==> src/rtl/aip_cfg_reg_bank_pkg.sv <==
// Shared register-map constants for the AIP config register bank.
// Host-side drivers and benches use these constants too.
package aip_cfg_reg_bank_pkg;

    localparam int CTRL_IDX    = 0;
    localparam int START_BIT   = 0;
    localparam int INT_EN_BIT  = 1;
    localparam int INT_CLR_BIT = 2;
    localparam int DONE_BIT    = 0;
    localparam int BUSY_BIT    = 1;

    // STATUS always sits at the last register index.
    function automatic int status_idx(input int selbits);
        return (1 << selbits) - 1;
    endfunction

endpackage

==> src/rtl/aip_cfg_reg_bank_mux.sv <==
// Parametric readback mux.
// Selects one DATAWIDTH slice out of a packed register bus.
module aipParametricMux #(
    parameter int DATAWIDTH = 32,
    parameter int SELBITS   = 2
) (
    input  logic [(2**SELBITS)*DATAWIDTH-1:0] data_in,
    input  logic [SELBITS-1:0]                sel,
    output logic [DATAWIDTH-1:0]              data_out
);

    assign data_out = data_in[DATAWIDTH*sel +: DATAWIDTH];

endmodule

==> src/rtl/aip_cfg_reg_bank.sv <==
// AIP host register bank: RW config registers, CTRL start/int handling,
// read-only STATUS, and a registered read port through the readback mux.
module aip_cfg_reg_bank
    import aip_cfg_reg_bank_pkg::*;
#(
    parameter int DATAWIDTH = 32,
    parameter int SELBITS   = 2
) (
    input  logic                              clk,
    input  logic                              rst_n,
    input  logic                              wr_en,
    input  logic [SELBITS-1:0]                wr_addr,
    input  logic [DATAWIDTH-1:0]              wr_data,
    input  logic                              rd_en,
    input  logic [SELBITS-1:0]                rd_addr,
    output logic [DATAWIDTH-1:0]              rd_data,
    output logic                              rd_valid,
    input  logic                              done_in,
    input  logic [DATAWIDTH-3:0]              status_in,
    output logic                              start_o,
    output logic                              irq_o,
    output logic [(2**SELBITS)*DATAWIDTH-1:0] cfg_regs_o
);

    localparam int NUM_REGS   = 2**SELBITS;
    localparam int STATUS_IDX = status_idx(SELBITS);

    // Writable registers only; STATUS is assembled from live state.
    logic [NUM_REGS-2:0][DATAWIDTH-1:0] rw_q, rw_d;
    logic [DATAWIDTH-3:0]               status_q;
    logic                               busy_q, busy_d;
    logic                               done_q, done_d;
    logic                               start_q, start_d;
    logic                               irq_q, irq_d;
    logic                               rd_valid_q, rd_valid_d;
    logic [DATAWIDTH-1:0]               rd_data_q, rd_data_d;
    logic [DATAWIDTH-1:0]               mux_out;
    logic                               ctrl_wr, start_wr, clr_wr;

    always_comb begin
        ctrl_wr  = wr_en && (wr_addr == SELBITS'(CTRL_IDX));
        start_wr = ctrl_wr && wr_data[START_BIT];
        clr_wr   = ctrl_wr && wr_data[INT_CLR_BIT];

        rw_d = rw_q;
        for (int i = 0; i < STATUS_IDX; i++) begin
            if (wr_en && (wr_addr == SELBITS'(i))) rw_d[i] = wr_data;
        end
        // START and INT_CLR are action bits and always read back as 0.
        rw_d[CTRL_IDX][START_BIT]   = 1'b0;
        rw_d[CTRL_IDX][INT_CLR_BIT] = 1'b0;

        // A START restarts the core even if it completes this same cycle.
        busy_d = start_wr ? 1'b1 : (done_in ? 1'b0 : busy_q);
        // Completion beats both clear sources (START and INT_CLR).
        done_d = done_in | (done_q & ~start_wr & ~clr_wr);

        start_d    = start_wr;
        irq_d      = done_q & rw_q[CTRL_IDX][INT_EN_BIT];
        rd_valid_d = rd_en;
        rd_data_d  = rd_en ? mux_out : rd_data_q;
    end

    always_ff @(posedge clk or negedge rst_n) begin
        if (!rst_n) begin
            rw_q       <= '0;
            status_q   <= '0;
            busy_q     <= 1'b0;
            done_q     <= 1'b0;
            start_q    <= 1'b0;
            irq_q      <= 1'b0;
            rd_valid_q <= 1'b0;
            rd_data_q  <= '0;
        end else begin
            rw_q       <= rw_d;
            status_q   <= status_in;
            busy_q     <= busy_d;
            done_q     <= done_d;
            start_q    <= start_d;
            irq_q      <= irq_d;
            rd_valid_q <= rd_valid_d;
            rd_data_q  <= rd_data_d;
        end
    end

    assign cfg_regs_o = {status_q, busy_q, done_q, rw_q};

    aipParametricMux #(
        .DATAWIDTH(DATAWIDTH),
        .SELBITS  (SELBITS)
    ) u_rd_mux (
        .data_in (cfg_regs_o),
        .sel     (rd_addr),
        .data_out(mux_out)
    );

    assign rd_data  = rd_data_q;
    assign rd_valid = rd_valid_q;
    assign start_o  = start_q;
    assign irq_o    = irq_q;

endmodule

==> config.mk <==
export PLATFORM = sky130hd
export DESIGN_NAME = aip_cfg_reg_bank
export DESIGN_NICKNAME = d
export VERILOG_FILES = /design/src/rtl/aip_cfg_reg_bank_pkg.sv /design/src/rtl/aip_cfg_reg_bank_mux.sv /design/src/rtl/aip_cfg_reg_bank.sv
export SDC_FILE = /design/constraint.sdc
export NUM_CORES = 1
export LEC_CHECK = 0
export CAP_MARGIN = 20
export CORE_ASPECT_RATIO = 0.7
export CORE_UTILIZATION = 40
export DETAILED_ROUTE_END_ITERATION = 8
export GPL_TIMING_DRIVEN = 0
export PLACE_DENSITY = 0.84
export SLEW_MARGIN = 15
export SYNTH_ARGS = -nofsm -noshare
export SYNTH_HDL_FRONTEND = slang
export SYNTH_SLANG_ARGS = --single-unit
==> constraint.sdc <==
create_clock -name clk -period 1.4 [get_ports clk]
set_input_delay 0.14 -clock clk [delete_from_list [all_inputs] [get_ports clk]]
set_output_delay 0.14 -clock clk [all_outputs]
set_load 0.02 [all_outputs]
**Word-level counts from Yosys, hierarchy flattened**

Index checks and enable logic that the tools add are counted.

- Output and inout port bits: 163
- Memories kept: 0
- Flip-flop bits (word level): 161
- Logic and storage cells: 28
- Bits in latches: 0
- Bits in read-only memories: 0
- RAM bits: 0

- Multiply operators: 0
- Div/mod/pow operators: 0
- Eq/ne operators: 2
- Add/subtract/negate cells: 0
- Muxes and demuxes: 2
- Reductions and logical operators: 7
- Shift operators: 1
- Bitwise logic cells: 6
- Order comparisons: 0

Operators by type and width:

| operator | number |
|---|---|
| 128-bit by 8-bit indexed part select with 32-bit output | 1 |
| 1-bit logical AND | 5 |
| 1-bit AND | 3 |
| 2-bit by 1-bit equality test with 1-bit output (second input constant) | 1 |
| 2-bit equality test (second input constant) | 1 |
| 2-bit logical NOT | 1 |
| 1-bit two-way mux | 2 |
| 1-bit inverter | 2 |
| 2-bit nonzero test | 1 |
| 1-bit bitwise OR | 1 |

**Depth between registers and ports, before layout**

- Depth in word-level cells: 7
- Depth in mapped cells: 4
- Mapped depth without buffers: 3

**Cells and area by module**

Synthesis repeated with hierarchy kept, for this count alone.

- Cells, all modules: 354
- Area total of the unflattened synthesis: 6501.2 um^2

Modules (own cells, without submodules):

| module | area each (um^2) | sequential area each (um^2) | times used | cells each |
|---|---|---|---|---|
| aip_cfg_reg_bank | 5686.7 | 4028.9 | 1 | 315 |
| aipParametricMux | 814.5 | 0.0 | 1 | 39 |

**Least setup slack after synthesis**

Ideal clock, no wire load.

- Kind: register to register
- Start point: register rw_q (netlist bit cfg_regs_o[34])
- End point: register rd_data_q[2] (netlist: rd_data[2])
- Data required time: 1267 ps
- Stages on the path, launching flop included: 4
- Setup time: 133 ps
- Arrival: 960 ps
- Period minus slack after synthesis: 1092 ps
- Path slack: 308 ps
- Path buffers: 0
- Cells stage by stage: dfrtp_1 > mux2_2 > a22oi_1 > a21oi_1

- Cells in the longest elaborated chain, start to end: 1

RTL lines:

| item | line | text |
|---|---|---|
| from (decl) | aip_cfg_reg_bank.sv:29 | `logic [NUM_REGS-2:0][DATAWIDTH-1:0] rw_q, rw_d;` |
| from (signal assigned) | aip_cfg_reg_bank.sv:75 | `rw_q <= rw_d;` |
| 128-bit by 8-bit indexed part select with 32-bit output | aip_cfg_reg_bank_mux.sv:12 | `assign data_out = data_in[DATAWIDTH*sel +: DATAWIDTH];` |
| to (signal assigned) | aip_cfg_reg_bank.sv:82 | `rd_data_q <= rd_data_d;` |
| to (decl) | aip_cfg_reg_bank.sv:36 | `logic [DATAWIDTH-1:0] rd_data_q, rd_data_d;` |

No other way between the ends.
A chain may end at the register's enable or synchronous reset.

**Worst setup path in the final report**

- Start point: register busy_q
- End point: output cfg_regs_o[97]

RTL lines:

| item | line | text |
|---|---|---|
| from (decl) | aip_cfg_reg_bank.sv:31 | `logic busy_q, busy_d;` |
| from (signal assigned) | aip_cfg_reg_bank.sv:77 | `busy_q <= busy_d;` |
| to (decl) | aip_cfg_reg_bank.sv:22 | `output logic [(2**SELBITS)*DATAWIDTH-1:0] cfg_regs_o` |

No word-level cell between the ends.

==> results.md <==
- Internal Pwr Total: 0.00987 W
- Routed Antenna Nets: 0
- Synth cell types: 20
- Fillers: 1,251
- Inserted Clock Buffers: 17
- Vias in the first global route: 4,963
- First-pass GRT wire length: 28.9 mm
- Finished Cell Area: 9550 um2
- Area grow syn2layout: 48.3%
- GRT overflow: 0
- Net switching fraction of the power: 0.312
- CTS H-tree lvls: 4
- Via density per instance: 5.20
- # DRC: 0
- Die width: 154 um
- Seq pwr share: 0.415
- Max_cap viols: 0
- Worst endpoint required time: 1.26 ns
- Yosys warning count: 0
- CP max FO: 2
- Fin crit share: 0.969
- FF+latch count, synth: 161
- Combinational power share: 0.247
- CTS Sinks: 161
- Multi-input logic area: 2250 um2
- PD cells: 1500 nW/um2
- Layout cell share with drive strength beyond 1: 0.236
- DR iter-0 viols: 186
- DR pass1 iterations: 5
- Clk Latency, worst-skew pair: 0.42 ns
- Setup crit end kind: output pin
- Switch Pwr: 0.00447 W
- Routed len/inst: 20.9 um
- Tmin final: 1.36 ns
- Die height: 108 um
- Peak Freq: 0.737 GHz
- CTS max path bufs: 2
- Antenna cells: 0
- WL final: 18.7 mm
- Final Hold Vio Count: 0
- Worst-margin pin slew: 0.529 ns
- Clk slew on worst S/H paths: 0.07 ns
- DIE AREA: 16,600 um2
- Post-DP Area: 9030 um2
- Initial antenna violation count: 0
- Slew Viols, Final: 0
- Largest cells by area after synthesis: dfrtp_1, mux2_2, mux2i_1
- Worst EP arrival: 1.22 ns
- Largest net degree at the start of global routing: 98
- Register area share after synthesis: 0.625
- RePlAce Congestion: 0.830
- Post-Syn Instances: 425
- Post-synth top area cell: dfrtp_1
- Nets: 753
- Layout Cells excl Fill: 895
- CTS tree: yes
- Num rows: 38
- Final setup viols: 0
- Maximum VDD drop: 0.763 mV
- Leakage power figure: 4.48 nW
- Initial Util: 0.413
- Top Ports: 234
- Root Driver: clkbuf_16
- Rel. slew slack: 0.648
- Top-area cell type share of the netlist area: 0.625
- Total global-route track usage: 0.233
- Final HPWL DP: 13.3 mm
- R2R Setup Slk: 0.32 ns
- Fin Clk Skew: 0.00826 ns
- Number of port buffers: 230
- Clock power frac: 0.338
- CP startpoint kind: register
- RSZ-0062 raised after global routing: false
- Register area: 4030 um2
- Placed cells: 857
- Vias: 4,653
- Status: finished clean
- Mapped Area: 6440 um2
- Core Region: 15,600 um2
- Setup Crit Path Kind: register to output pin
- Worst Hold Class: primary input to register
- Mean Syn Cell Area: 15.2 um2
[critical path: stages (launching register included)]
cell	delay (ns)
dfrtp_1	0.39
buf_4	0.13
clkdlybuf4s15_1	0.28
[layer usage]
layer / up-vias / track usage / routed length (um)
met1: 2390 / 0.293 / 8110
met4: 0 / 0.0621 / 149
met3: 14 / 0.0790 / 1420
met2: 192 / 0.388 / 9000
li1: 2057 / - / -
met5: - / 0 / 0
[path summary, 6_finish.rpt]
path / end / from / depth (start not counted)
setup / recovery: cfg_regs_o[97] / busy_q$_DFFE_PN0P_ / 2
hold / removal: status_q[25]$_DFF_PN0_ / status_in[25] / 1
setup reg to reg: rd_data[2]$_DFFE_PN0P_ / status_q[0]$_DFF_PN0_ / 3
hold reg to reg: rd_data[15]$_DFFE_PN0P_ / rd_data[15]$_DFFE_PN0P_ / 2
max in group asynchronous: cfg_regs_o[64]$_DFFE_PN0P_ / rst_n / 3
min in group asynchronous: status_q[14]$_DFF_PN0_ / rst_n / 2
[placed cells by master (no fill, tap or decap)]
cell,instances
dlygate4sd2_1,159
clkdlybuf4s15_1,1
clkinvlp_4,3
nor3b_4,1
o221ai_1,30
buf_8,1
a22oi_1,2
dlygate4sd3_1,1
mux2_2,96
buf_12,2
and2_1,2
dfrtp_1,161
nor2_1,2
clkbuf_8,1
nor2b_1,1
clkbuf_16,17
clkbuf_2,7
o21ai_1,1
clkinv_4,2
inv_6,3
mux2i_1,60
nand3b_1,2
nand2b_1,31
clkbuf_1,2
buf_6,1
conb_1,2
buf_16,1
buf_4,22
bufinv_16,3
clkinv_2,2
a21o_1,2
a21oi_1,2
inv_1,1
inv_8,1
nand2_1,1
clkdlybuf4s50_1,68
buf_2,1
[power groups by stage]
stage	Clock, W	Sequential [W]	Combinational [W]
after floorplan	0	0.00684	0.000987
after global placement	0	0.00600	0.00397
after detailed placement	0	0.00605	0.00405
after CTS	0.00494	0.00595	0.00357
after global routing	0.00510	0.00605	0.00376
final	0.00484	0.00595	0.00354
[cells in the mapped netlist]
library cell	n
mux2i_1	60
nand2b_1	31
nor3b_2	1
nor2_1	2
buf_2	7
o21ai_1	1
a21oi_1	2
dfrtp_1	161
inv_1	1
clkbuf_1	9
buf_4	13
mux2_2	96
and2_1	2
nand3b_1	2
a22oi_1	2
nand2_1	1
conb_1	1
o221ai_1	30
a21o_1	2
nor2b_1	1
[registers in the layout (all words and copies together), names as in the netlist]
signal and count:
done_q 1, rd_valid 1, rd_data 32, busy_q 1, status_q 30, cfg_regs_o 94, irq_o 1, start_o 1
[what timing repair did]
item / in CTS / in global routing
hold buffers: 1 / 0
setup buffers: 1 / 4
endpoints found under the hold margin: 64 / 0
setup endpoints to repair: 280 / 79
pin swaps: 0 / 0
resized for setup: 175 / 4
gates cloned: 0 / 0
[layout make-up]
cell class / instances / share of cell area
inverters: 1 / 0.000393
flip-flops and latches: 161 / 0.422
clock buffers: 18 / 0.0460
plain buffers: 29 / 0.0203
multi-input cells: 235 / 0.236
well taps: 200 / 0.0262
repair buffers: 237 / 0.231
clock inverters: 14 / 0.0186
[cell families (layout without fill, tap and decap cells)]
| family | Yosys count | after routing | synth area share |
|---|---|---|---|
| compound gates | 37 | 37 | 0.0478 |
| buf+inv | 30 | 299 | 0.0264 |
| flops | 161 | 161 | 0.625 |
| mux | 156 | 156 | 0.261 |
| other cells | 1 | 2 | 0.000582 |
| simple gates | 40 | 40 | 0.0390 |
[metrics by stage]
step	total power, W	utilization	TNS, ns	setup WS [ns]	hold slack [ns]
CTS	0.0145	0.609	-0.00233	-0.00233	0.136
floorplan	0.00783	-	0	0.308	-0.156
finish	0.0143	0.613	0	0.0438	0.153
global route	0.0149	0.613	0	0.00199	0.139
global placement	0.00997	0.577	-998.62	-5.88	0.478
detailed placement	0.0101	0.579	-58.37	-0.531	0.113
Note: power is estimated with default switching activity, not from simulation.
